### config.mk
export PLATFORM = sky130hd
export DESIGN_NAME = team_04_wb_master_flat
export DESIGN_NICKNAME = d
export VERILOG_FILES = /design/src/rtl/team_04_wb_master_pkg.sv /design/src/rtl/team_04_wb_master_if.sv /design/src/rtl/team_04_wb_timer.sv /design/src/rtl/team_04_wb_master.sv /design/src/flat_wrapper.sv
export SDC_FILE = /design/constraint.sdc
export NUM_CORES = 1
export LEC_CHECK = 0
export BUFFER_PORTS_ARGS = -buffer_cell sky130_fd_sc_hd__buf_2
export CAP_MARGIN = 20
export CELL_PAD_IN_SITES_DETAIL_PLACEMENT = 2
export CELL_PAD_IN_SITES_GLOBAL_PLACEMENT = 2
export CORE_AREA = 5 5 154 156
export CTS_CLUSTER_SIZE = 40
export DETAILED_ROUTE_END_ITERATION = 8
export DIE_AREA = 0 0 159 161
export PLACE_DENSITY_LB_ADDON = 0.1
export SYNTH_ARGS = -nofsm -noshare
export SYNTH_HDL_FRONTEND = slang
export SYNTH_SLANG_ARGS = --single-unit
### constraint.sdc
create_clock -name clk_i -period 1.7 [get_ports clk_i]
set_clock_uncertainty 0.05 [all_clocks]
set_input_delay 0.085 -clock clk_i [delete_from_list [all_inputs] [get_ports clk_i]]
set_output_delay 0.085 -clock clk_i [all_outputs]
set_load 0.02 [all_outputs]
### src/rtl/team_04_wb_master_pkg.sv
// Shared definitions for the Wishbone classic master: FSM state encoding,
// bus word/select widths and the default ACK timeout.
package team_04_wb_master_pkg;

  localparam int WB_WORD_W       = 32;
  localparam int WB_SEL_W        = 4;
  localparam int TIMEOUT_CYC_DEF = 255;

  typedef enum logic [1:0] {
    IDLE = 2'd0,
    BUS  = 2'd1,
    RESP = 2'd2
  } state_t;

endpackage

### src/rtl/team_04_wb_master_if.sv
// Wishbone classic (B4) master-side bus bundle.
// master modport: drives ADR_O/DAT_O/SEL_O/WE_O/STB_O/CYC_O, samples DAT_I/ACK_I.
// slave modport : the mirror image, for a target model or the arbitrator side.
interface team_04_wb_master_if;
  import team_04_wb_master_pkg::*;

  logic [WB_WORD_W-1:0] ADR_O;
  logic [WB_WORD_W-1:0] DAT_O;
  logic [WB_SEL_W-1:0]  SEL_O;
  logic                 WE_O;
  logic                 STB_O;
  logic                 CYC_O;
  logic [WB_WORD_W-1:0] DAT_I;
  logic                 ACK_I;

  modport master (
    output ADR_O, DAT_O, SEL_O, WE_O, STB_O, CYC_O,
    input  DAT_I, ACK_I
  );

  modport slave (
    input  ADR_O, DAT_O, SEL_O, WE_O, STB_O, CYC_O,
    output DAT_I, ACK_I
  );
endinterface

### src/rtl/team_04_wb_timer.sv
// ACK timeout counter for the Wishbone master.
// Ports: clk_i/nrst clock and async active-low reset; clr forces the count
// to 0; en advances it by one (saturating, never wraps); expired is high
// while the count equals TIMEOUT_CYC-1, i.e. during the last allowed cycle.
module team_04_wb_timer
  import team_04_wb_master_pkg::*;
#(
  parameter int TIMEOUT_CYC = TIMEOUT_CYC_DEF
) (
  input  logic clk_i,
  input  logic nrst,
  input  logic clr,
  input  logic en,
  output logic expired
);

  localparam int             CNT_W = $clog2(TIMEOUT_CYC + 1);
  localparam logic [CNT_W-1:0] LAST  = CNT_W'(TIMEOUT_CYC - 1);
  localparam logic [CNT_W-1:0] SAT   = CNT_W'(TIMEOUT_CYC);

  logic [CNT_W-1:0] cnt_q;

  always_ff @(posedge clk_i or negedge nrst) begin
    if (!nrst) begin
      cnt_q <= '0;
    end else if (clr) begin
      cnt_q <= '0;
    end else if (en && (cnt_q != SAT)) begin
      cnt_q <= cnt_q + CNT_W'(1);
    end
  end

  assign expired = (cnt_q == LAST);

endmodule

### src/rtl/team_04_wb_master.sv
// Wishbone classic (B4, non-pipelined) single-word master with ACK timeout.
// Ports:
//   clk_i, nrst           clock, async active-low reset
//   req_*                 command in (valid/ready), we/adr/dat/sel
//   rsp_*                 response out (valid/ready), read data, timeout error
//   busy_o                high whenever the FSM is not IDLE
//   wb (master modport)   ADR_O/DAT_O/SEL_O/WE_O/STB_O/CYC_O, DAT_I/ACK_I
// All bus outputs come straight from flops; ACK_I only reaches flop inputs.
module team_04_wb_master
  import team_04_wb_master_pkg::*;
#(
  parameter int TIMEOUT_CYC = TIMEOUT_CYC_DEF
) (
  input  logic                 clk_i,
  input  logic                 nrst,
  input  logic                 req_valid_i,
  output logic                 req_ready_o,
  input  logic                 req_we_i,
  input  logic [WB_WORD_W-1:0] req_adr_i,
  input  logic [WB_WORD_W-1:0] req_dat_i,
  input  logic [WB_SEL_W-1:0]  req_sel_i,
  output logic                 rsp_valid_o,
  input  logic                 rsp_ready_i,
  output logic [WB_WORD_W-1:0] rsp_dat_o,
  output logic                 rsp_err_o,
  output logic                 busy_o,
  team_04_wb_master_if.master  wb
);

  // Word-align the byte address when the command is registered.
  localparam logic [WB_WORD_W-1:0] ADR_MASK = ~WB_WORD_W'(3);

  state_t               state_q, state_d;
  logic                 load_cmd;
  logic                 leave_bus;
  logic                 expired;

  logic [WB_WORD_W-1:0] adr_q;
  logic [WB_WORD_W-1:0] dat_q;
  logic [WB_SEL_W-1:0]  sel_q;
  logic                 we_q;
  logic                 cyc_q;
  logic [WB_WORD_W-1:0] rsp_dat_q;
  logic                 rsp_err_q;

  team_04_wb_timer #(
    .TIMEOUT_CYC (TIMEOUT_CYC)
  ) u_timer (
    .clk_i   (clk_i),
    .nrst    (nrst),
    .clr     (state_q != BUS),
    .en      ((state_q == BUS) && !wb.ACK_I),
    .expired (expired)
  );

  always_ff @(posedge clk_i or negedge nrst) begin
    if (!nrst) begin
      state_q <= IDLE;
    end else begin
      state_q <= state_d;
    end
  end

  // ACK takes priority over the final timeout cycle.
  always_comb begin
    state_d   = state_q;
    load_cmd  = 1'b0;
    leave_bus = 1'b0;
    case (state_q)
      IDLE: begin
        if (req_valid_i) begin
          load_cmd = 1'b1;
          state_d  = BUS;
        end
      end
      BUS: begin
        if (wb.ACK_I || expired) begin
          leave_bus = 1'b1;
          state_d   = RESP;
        end
      end
      RESP: begin
        if (rsp_ready_i) begin
          state_d = IDLE;
        end
      end
      default: state_d = IDLE;
    endcase
  end

  always_ff @(posedge clk_i or negedge nrst) begin
    if (!nrst) begin
      adr_q     <= '0;
      dat_q     <= '0;
      sel_q     <= '0;
      we_q      <= 1'b0;
      cyc_q     <= 1'b0;
      rsp_dat_q <= '0;
      rsp_err_q <= 1'b0;
    end else if (load_cmd) begin
      adr_q <= req_adr_i & ADR_MASK;
      dat_q <= req_we_i ? req_dat_i : '0;
      sel_q <= req_sel_i;
      we_q  <= req_we_i;
      cyc_q <= 1'b1;
    end else if (leave_bus) begin
      adr_q     <= '0;
      dat_q     <= '0;
      sel_q     <= '0;
      we_q      <= 1'b0;
      cyc_q     <= 1'b0;
      rsp_dat_q <= (wb.ACK_I && !we_q) ? wb.DAT_I : '0;
      rsp_err_q <= !wb.ACK_I;
    end
  end

  assign wb.ADR_O = adr_q;
  assign wb.DAT_O = dat_q;
  assign wb.SEL_O = sel_q;
  assign wb.WE_O  = we_q;
  assign wb.STB_O = cyc_q;
  assign wb.CYC_O = cyc_q;

  assign req_ready_o = (state_q == IDLE);
  assign rsp_valid_o = (state_q == RESP);
  assign busy_o      = (state_q != IDLE);
  assign rsp_dat_o   = rsp_dat_q;
  assign rsp_err_o   = rsp_err_q;

endmodule

### src/flat_wrapper.sv
// flat-port wrapper written by rule: the top's interface ports become plain ports
module team_04_wb_master_flat import team_04_wb_master_pkg::*;
#(
  parameter int TIMEOUT_CYC = TIMEOUT_CYC_DEF
)
  (clk_i, nrst, req_valid_i, req_ready_o, req_we_i, req_adr_i, req_dat_i, req_sel_i, rsp_valid_o, rsp_ready_i, rsp_dat_o, rsp_err_o, busy_o, wb_ADR_O, wb_DAT_O, wb_SEL_O, wb_WE_O, wb_STB_O, wb_CYC_O, wb_DAT_I, wb_ACK_I);
  team_04_wb_master_if wb_i ();
  input  logic clk_i;
  input  logic nrst;
  input  logic req_valid_i;
  output logic req_ready_o;
  input  logic req_we_i;
  input  logic [WB_WORD_W-1:0] req_adr_i;
  input  logic [WB_WORD_W-1:0] req_dat_i;
  input  logic [WB_SEL_W-1:0] req_sel_i;
  output logic rsp_valid_o;
  input  logic rsp_ready_i;
  output logic [WB_WORD_W-1:0] rsp_dat_o;
  output logic rsp_err_o;
  output logic busy_o;
  output wire logic [$bits(wb_i.ADR_O)-1:0] wb_ADR_O;
  output wire logic [$bits(wb_i.DAT_O)-1:0] wb_DAT_O;
  output wire logic [$bits(wb_i.SEL_O)-1:0] wb_SEL_O;
  output wire logic [$bits(wb_i.WE_O)-1:0] wb_WE_O;
  output wire logic [$bits(wb_i.STB_O)-1:0] wb_STB_O;
  output wire logic [$bits(wb_i.CYC_O)-1:0] wb_CYC_O;
  input wire logic [$bits(wb_i.DAT_I)-1:0] wb_DAT_I;
  input wire logic [$bits(wb_i.ACK_I)-1:0] wb_ACK_I;
  assign wb_ADR_O = wb_i.ADR_O;
  assign wb_DAT_O = wb_i.DAT_O;
  assign wb_SEL_O = wb_i.SEL_O;
  assign wb_WE_O = wb_i.WE_O;
  assign wb_STB_O = wb_i.STB_O;
  assign wb_CYC_O = wb_i.CYC_O;
  assign wb_i.DAT_I = wb_DAT_I;
  assign wb_i.ACK_I = wb_ACK_I;
  team_04_wb_master #(.TIMEOUT_CYC(TIMEOUT_CYC)) u_core (.clk_i(clk_i), .nrst(nrst), .req_valid_i(req_valid_i), .req_ready_o(req_ready_o), .req_we_i(req_we_i), .req_adr_i(req_adr_i), .req_dat_i(req_dat_i), .req_sel_i(req_sel_i), .rsp_valid_o(rsp_valid_o), .rsp_ready_i(rsp_ready_i), .rsp_dat_o(rsp_dat_o), .rsp_err_o(rsp_err_o), .busy_o(busy_o), .wb(wb_i));
endmodule
After elaboration in Yosys (flattened, before gate mapping)
Index checks and enable logic that the tools add are counted.
{"block": "classes", "add_sub_neg": 1, "eq_ne": 8, "muxes": 20, "bitwise_logic": 1, "reduce_logical": 12}
{"operator": "$mux 32", "n": 5}
{"operator": "$mux 8", "n": 2}
{"operator": "$add 8x1->8 const B", "n": 1}
{"operator": "$eq 8x8->1 const B", "n": 1}
{"operator": "$mux 4", "n": 2}
{"operator": "$ne 8x8->1 const B", "n": 1}
{"operator": "$mux 1", "n": 7}
{"operator": "$mux 2", "n": 3}
{"operator": "$pmux 2 s3", "n": 1}
{"operator": "$reduce_bool 2->1", "n": 3}
{"operator": "$ne 2x1->1 const B", "n": 2}
{"operator": "$ne 2x2->1 const B", "n": 2}
{"operator": "$logic_and 1x1->1", "n": 3}
{"operator": "$reduce_and 3->1", "n": 1}
{"operator": "$eq 2x1->1 const B", "n": 1}
{"operator": "$eq 2x2->1 const B", "n": 1}
{"operator": "$logic_not 1->1", "n": 2}
{"operator": "$logic_not 2->1", "n": 1}
{"operator": "$reduce_and 2->1", "n": 1}
{"operator": "$logic_or 1x1->1", "n": 1}
{"operator": "$not 1->1", "n": 1}
{"block": "word_totals", "reg_bits": 113, "out_inout_bits": 107, "elab_cells": 51}

Longest topological paths before layout
Gate-level depths: netlist of run 1.
{"block": "logic_depth", "word_depth": 6, "ltp_mapped": 6, "depth_no_buf": 5}

By module
From an unflattened synthesis of run 1, not the netlist that was laid out.
{"block": "unflattened", "hier_cells": 368, "hier_area_um2": 4386.7}
{"mod": "team_04_wb_master", "instances": 1, "cells_per_inst": 316, "area_per_inst_um2": 3878.7}
{"mod": "team_04_wb_timer", "instances": 1, "cells_per_inst": 52, "area_per_inst_um2": 508.0}

Worst setup path after synthesis of run 1
OpenSTA, ideal clock, no wires.
{"block": "synth_path", "path_kind": "flip-flop to flip-flop", "start": "register u_core.u_timer.cnt_q[0]", "end": "register u_core.dat_q[26] (netlist: u_core.wb.DAT_O[26])", "setup_ps": 160, "arrival_time_ps": 1566, "slack_ps": -75, "path_stages_with_launch": 6, "n_path_buf": 0, "synth_period_minus_slack_ps": 1775, "path_cell_list": "dfrtp_1 > inv_1 > ha_1 > inv_1 > o311ai_2 > o221ai_1"}
{"block": "synth_via", "elab_chain_cells": 5}
{"item": "start, declared", "line_no": "team_04_wb_timer.sv:21", "text": "logic [CNT_W-1:0] cnt_q;"}
{"item": "start signal, assigned", "line_no": "team_04_wb_timer.sv:29", "text": "cnt_q <= cnt_q + CNT_W'(1);"}
{"item": "$eq 8x8->1", "line_no": "team_04_wb_timer.sv:33", "text": "assign expired = (cnt_q == LAST);"}
{"item": "$logic_or 1x1->1", "line_no": "team_04_wb_master.sv:77", "text": "if (wb.ACK_I || expired) begin"}
{"item": "$mux 1", "line_no": "team_04_wb_master.sv:77"}
{"item": "$mux 1", "line_no": "team_04_wb_master.sv:69", "text": "case (state_q)"}
{"item": "$reduce_bool 2->1 (no line)"}
{"item": "end signal, assigned", "line_no": "team_04_wb_master.sv:102", "text": "dat_q <= req_we_i ? req_dat_i : '0;"}
{"item": "end, declared", "line_no": "team_04_wb_master.sv:39", "text": "logic [WB_WORD_W-1:0] dat_q;"}
Every way passes these cells.
A chain may end at the register's enable or synchronous reset.

Final worst setup path of run 1
{"block": "layout_path", "start": "register u_core.u_timer.cnt_q[7]", "end": "register u_core.adr_q[23] (netlist: u_core.wb.ADR_O[23])"}
{"block": "layout_via", "elab_chain_cells": 5}
{"item": "$eq 8x8->1", "line_no": "team_04_wb_timer.sv:33"}
{"item": "$logic_or 1x1->1", "line_no": "team_04_wb_master.sv:77"}
{"item": "$mux 1", "line_no": "team_04_wb_master.sv:77"}
{"item": "$mux 1", "line_no": "team_04_wb_master.sv:69"}
{"item": "$reduce_bool 2->1 (no line)"}
{"item": "end signal, assigned", "line_no": "team_04_wb_master.sv:101", "text": "adr_q <= req_adr_i & ADR_MASK;"}
{"item": "end, declared", "line_no": "team_04_wb_master.sv:38", "text": "logic [WB_WORD_W-1:0] adr_q;"}
Every way passes these cells.

==> flow_metrics.tcl, run 1 <==
set metrics [dict create \
    outcome "completed" \
    swShare 0.4438 \
    slew_headroom 0.5621 \
    root_buffer "clkbuf_16" \
    port_buffers 208 \
    dr_total_vias 5494 \
    intPower_uw 8075 \
    clkPwrFrac 0.145 \
    die_area_mm2 0.02560 \
    max_freq_ghz 0.6194 \
    gp_congestion 0.7222 \
    grt_pass1_vias 6206 \
    die_y_um 161 \
    setup_violations 0 \
    power_leakage_uw 0.003906 \
    h-tree-depth 3 \
    netSwitchingPower_uw 6444 \
    ir_drop_uv 587.9 \
    synth.avg_cell_area_um2 10.34 \
    place_area_mm2 0.007335 \
    antenna_found_initial 1 \
    max_cap_viol_count 0 \
    setup_tns_ns 0 \
    core_mm2 0.02223 \
    start_util 0.2648 \
    yosysUniqueCellTypes 49 \
    worstPathArrival_ns 1.86 \
    ys_seq_area_frac 0.4719 \
    wire_per_inst_um 18.72 \
    totalWireLength_um 21000 \
    drt_iter0_drc 204 \
    nets 939 \
    ys_ff_latch 111 \
    synth_cells 569 \
    rsz0062_at_grt "no" \
    grt_pass1_wl_um 34240 \
    areaGrowthSynthToFinish_pct 40.88 \
    grt_max_degree 112 \
    std_cell_rows 55 \
    hp-class "input port to flip-flop" \
    first_pass_iters 4 \
    clk_latency_ns 0.35 \
    share_comb_of_total_power 0.518 \
    synth_area_mm2 0.005886 \
    fillerInstances 2424 \
    finalMaxSlewViolations 0 \
    ys_warn_count 0 \
    worst_pin_slew_ns 0.6568 \
    power.density_mw_per_mm2 1751 \
    drc_errors 0 \
    synth_edf_count 0 \
    ys_async_sr_fraction 1.000 \
    layout-drive-gt1-share 0.3696 \
    utilization 0.3730 \
    power_uw 14520 \
    io-pin-count 213 \
    cts_tree "yes" \
    fin_area_mm2 0.008292 \
    crit_type "flip-flop to flip-flop" \
    r2r_setup_slack_ns 0.09 \
    grt.overflow.total 0 \
    place_inst 1040 \
    crit_fanout 33 \
    yosys_most_used_dff "dfrtp_1" \
    final_antenna_net_count 0 \
    post-route-period-util 0.9498 \
    clock-sinks 111 \
    post_cts_buffers 0 \
    clk_pin_slew_worst_paths_ns 0.08 \
    cts_buffers 9 \
    hold_viol_final 0 \
    seqPwrFrac 0.337 \
    cts_buffer_depth 2 \
    die_w_um 159 \
    end_kind "flip-flop" \
    viasPerCell 4.897 \
    final_cells 1122 \
    cp_data_required_time_ns 1.95 \
    track_usage 0.1614 \
    min_period_ns 1.615 \
    critPathLaunchType "flip-flop" \
    hpwl_um 13910 \
]
## layout make-up
| cell class | count | area, um2 | area share |
|---|---|---|---|
| sequential | 111 | 2780 | 0.3353 |
| multi-input combinational | 370 | 2725 | 0.3287 |
| timing repair buffer | 301 | 2004 | 0.2417 |
| tap | 285 | 356.6 | 0.04301 |
| clock buffer | 9 | 225.2 | 0.02716 |
| inverter | 38 | 142.6 | 0.01720 |
| clock inverter | 7 | 55.05 | 0.006640 |
| antenna | 1 | 2.502 | 0.0003018 |
## flip-flops by register name, summed over array words and instances, names as in the netlist
name,cells
u_core.state_q,2
u_core.wb.CYC_O,1
u_core.wb.SEL_O,4
u_core.wb.WE_O,1
u_core.u_timer.cnt_q,8
u_core.rsp_err_o,1
u_core.wb.ADR_O,30
u_core.rsp_dat_o,32
u_core.wb.DAT_O,32
## cell usage after synthesis (8+ instances only)
master | instances | share of area
a211o_1 | 30 | 0.045
a21oi_1 | 38 | 0.032
a221o_1 | 32 | 0.054
a22oi_1 | 22 | 0.028
and2_1 | 45 | 0.048
and2_2 | 21 | 0.027
buf_2 | 8 | 0.0068
buf_6 | 8 | 0.015
clkbuf_1 | 28 | 0.018
dfrtp_1 | 111 | 0.47
inv_1 | 38 | 0.024
nand2_1 | 15 | 0.0096
nand3b_1 | 35 | 0.045
o21ai_0 | 16 | 0.014
o21ai_1 | 20 | 0.017
o221ai_1 | 10 | 0.015
or2b_1 | 14 | 0.018
or2b_2 | 16 | 0.024
## kinds of logic after synthesis
logic type                 share of synthesized area
and+or+nand+nor                               0.2068
muxes                                       0.003401
AOI/OAI and AO/OA                             0.2400
buffers and inverters                        0.07292
DFF                                           0.4719
other                                      0.0006371
adders and majority gates                   0.004251
## cells in the final DEF, fill, tap and decap left out, types with 2 or more instances in the layout
master	instances
a211o_1	30
conb_1	2
mux2i_1	2
dlygate4sd3_1	65
nor3_1	4
o21ai_1	20
buf_2	207
nand3_1	2
buf_4	21
a31oi_1	4
and3b_1	2
a21o_1	2
nor2b_1	4
and4b_1	2
a41oi_1	2
o21ai_0	16
o221ai_1	10
nand3b_1	35
a21oi_1	38
a221o_1	32
a211o_2	4
and2_1	45
dfrtp_1	109
or2b_1	14
inv_6	3
dfrtp_2	2
or2b_2	16
nand2b_1	6
and4_2	2
clkinvlp_4	2
buf_12	8
inv_1	38
clkbuf_16	9
nand2_1	15
and2_2	21
a22oi_1	22
## path summary, 6_finish.rpt
check,to,from,depth (start not counted)
max in group asynchronous,u_core.rsp_dat_o[24],nrst,3
min,u_core.wb.DAT_O[29],req_dat_i[29],3
min in group asynchronous,u_core.wb.DAT_O[13],nrst,3
min reg2reg,u_core.wb.ADR_O[12],u_core.wb.ADR_O[12],1
max reg2reg,u_core.wb.ADR_O[23],u_core.u_timer.cnt_q[7],4
max,u_core.wb.ADR_O[23],u_core.u_timer.cnt_q[7],4
## worst max-delay path, cell delays in order, from the launching register on
cell and delay, ns:
dfrtp_1 0.44, and3_4 0.25, a311oi_4 0.39, buf_12 0.25, a211o_1 0.16
## power by group through the flow
stage	Sequential, uW	Combinational, uW	Clock (uW)
global route	5100	8220	2290
floorplan	6140	3430	0
detailed placement	4930	7480	0
CTS	4900	7630	2190
global placement	4820	7220	0
finish	4890	7520	2110
## per-stage QoR
| step | hold slack (ns) | worst slack (ns) |
|---|---|---|
| 2_1_floorplan | -0.2606 | 0.03815 |
| 3_3_place_gp | 0.1906 | 0.003849 |
| 3_5_place_dp | 0.1846 | -0.09463 |
| 4_1_cts | 0.02382 | 0.02486 |
| 5_1_grt | 0.03372 | 0.01177 |
| 6_report | 0.03366 | 0.08540 |
## metal layers
| layer | wire [um] | part of all wire | track usage |
|---|---|---|---|
| met1 | 8751 | 0.42 | 0.1941 |
| met2 | 10920 | 0.52 | 0.2893 |
| met3 | 937 | 0.045 | 0.03470 |
| met4 | 398 | 0.019 | 0.04924 |
| met5 | 0 | 0 | 0 |
## what timing repair did
action / 4_1_cts / 5_1_grt
resized for setup: 2 / 3
hold endpoints to repair: 175 / 0
endpoints found under the setup margin: 33 / 19
hold buffers: 65 / 0
Note: power is estimated with default switching activity, not from simulation.
==> run 2: changes to the inputs <==
- BUFFER_PORTS_ARGS: -buffer_cell sky130_fd_sc_hd__buf_2 -> default
- CORE_AREA: 5 5 154 156 -> 5 5 147 149
- DIE_AREA: 0 0 159 161 -> 0 0 152 154
- DONT_BUFFER_PORTS: default -> 1
==> run 2 against run 1 <==
Against the previous run:
- sequential power increased by 36%
- via count decreased by 13%
- the run now ends with negative hold slack left
- global-route usage about the same
- hold slack got worse by 0.67 ns
- critical path type unchanged
- critical path depth unchanged
- maximum frequency decreased by 0.79%
- final cell count decreased by 20%
- first-iteration DRC count increased by 14%
- core utilization decreased by 1.2 points
- flip-flop and latch count unchanged
- highest routed layer unchanged
==> flow_metrics.tcl, run 2 (synthesis gave the netlist of run 1 again) <==
set metrics [dict create \
    power_uw 13370 \
    antenna_found_initial 1 \
    worstReg2RegEnd "u_core.rsp_dat_o[18]" \
    crit_buf_inv 1 \
    layout_commonest_cell "dfrtp_1" \
    grt_pass1_vias 5235 \
    critPathLaunchType "flip-flop" \
    cp_slowest_cell "dfrtp_1" \
    violations "negative hold slack" \
    place_inst 819 \
    min_period_ns 1.627 \
    post-route-period-util 0.9573 \
    totalWireLength_um 19440 \
    nets 734 \
    core_mm2 0.02004 \
    h-tree-depth 3 \
    max_freq_ghz 0.6144 \
    io-pin-count 213 \
    die_w_um 152 \
    finalMaxSlewViolations 0 \
    worstPathArrival_ns 1.81 \
    cts_tree "yes" \
    rr_startpoint "u_core.u_timer.cnt_q[6]" \
    grt_pass1_wl_um 30820 \
    dr_total_vias 4780 \
    final_antenna_net_count 0 \
    worst-path-stages 4 \
    clock-sinks 111 \
    path_delay_family "compound AO/OA/AOI/OAI gates" \
    clk_pin_slew_worst_paths_ns 0.08 \
    first_pass_iters 4 \
    die_area_mm2 0.02341 \
    layout-drive-gt1-share 0.1616 \
    crit_path_cell_trace "and3_4 -> a31oi_4 -> buf_12 -> a221o_1" \
    track_usage 0.1611 \
    end_kind "flip-flop" \
    root_buffer "clkbuf_16" \
    gp_congestion 0.7064 \
    std_cell_rows 52 \
    areaGrowthSynthToFinish_pct 22.94 \
    cts_buffers 9 \
    grt_max_degree 112 \
    slowest_delay_ns 0.46 \
    fillerInstances 2174 \
    power.density_mw_per_mm2 1847 \
    ir_drop_uv 668.9 \
    start_util 0.2937 \
    post_cts_buffers 0 \
    max_cap_viol_count 0 \
    power_leakage_uw 0.003075 \
    place_area_mm2 0.006275 \
    r2r_setup_slack_ns 0.07 \
    hold_buffers 66 \
    wire_per_inst_um 21.55 \
    drt_iter0_drc 233 \
    grt.overflow.total 0 \
    outcome "complete, but fails checks" \
    cp_data_required_time_ns 1.88 \
    rsz0062_at_grt "no" \
    crit_fanout 34 \
    fin_area_mm2 0.007236 \
    layout_common_cells "dfrtp_1, dlygate4sd3_1, and2_1, inv_1, a21oi_1" \
    crit_type "flip-flop to flip-flop" \
    hp-class "input port to asynchronous set/reset pin" \
    setup_violations 0 \
    hold_slack_ns -0.6325 \
    viasPerCell 5.299 \
    drc_errors 0 \
    final_cells 902 \
    cts_buffer_depth 2 \
    hpwl_um 12740 \
    hold_viol_final 111 \
    clk_latency_ns 0.35 \
    port_buffers 0 \
    die_y_um 154 \
    ff2ff_path_depth 4 \
]
run 2: timing repair:
item | 4_1_cts | 5_1_grt
hold endpoints to repair | 182 | 111
setup endpoints to repair | 31 | 5
resized for setup | 2 | 2
run 2: cell type report:
class                      count  area (um2)  area share
sequential                   111        2780      0.3842
clock buffer                   9       225.2     0.03113
antenna                        1       2.502   0.0003458
inverter                      38       142.6     0.01971
clock inverter                 7       53.80    0.007436
tap                          270       337.8     0.04669
multi-input combinational    370        2716      0.3754
timing repair buffer          96       977.2      0.1351
run 2: through the flow:
stage / setup slack [ns] / utilization / setup TNS [ns]
final: 0.07252 / 0.3611 / 0
after global routing: 0.003749 / 0.3611 / 0
after CTS: 0.06014 / 0.3606 / 0
after detailed placement: -0.1031 / 0.3131 / -0.7739
after global placement: -0.006791 / 0.3131 / -0.01962
after floorplan: 0.03815 / - / 0
run 2: routing by layer:
layer,wire [um],global-route usage,vias up
met1,7882,0.1866,2477
met5,0,0,-
met2,10030,0.2847,120
li1,-,-,2157
met3,1100,0.04694,26
met4,425,0.05608,0
run 2: worst max-delay path by stage:
| stage | start | endpoint | slack (ns) |
|---|---|---|---|
| global placement | u_core.u_timer.cnt_q[0] | u_core.wb.DAT_O[30] | -0.007 |
| CTS | u_core.u_timer.cnt_q[0] | u_core.wb.DAT_O[24] | 0.06 |
| floorplan | u_core.u_timer.cnt_q[0] | u_core.wb.DAT_O[26] | 0.04 |
| global route | u_core.u_timer.cnt_q[0] | u_core.wb.DAT_O[30] | 0.004 |
| finish | u_core.u_timer.cnt_q[6] | u_core.rsp_dat_o[18] | 0.07 |
| detailed placement | u_core.u_timer.cnt_q[0] | u_core.wb.DAT_O[24] | -0.10 |
run 2: power breakdown:
part	switching (uW)	internal, uW
registers	2840	3830
logic	2160	2400
clock network	1110	1020
total	6110	7250
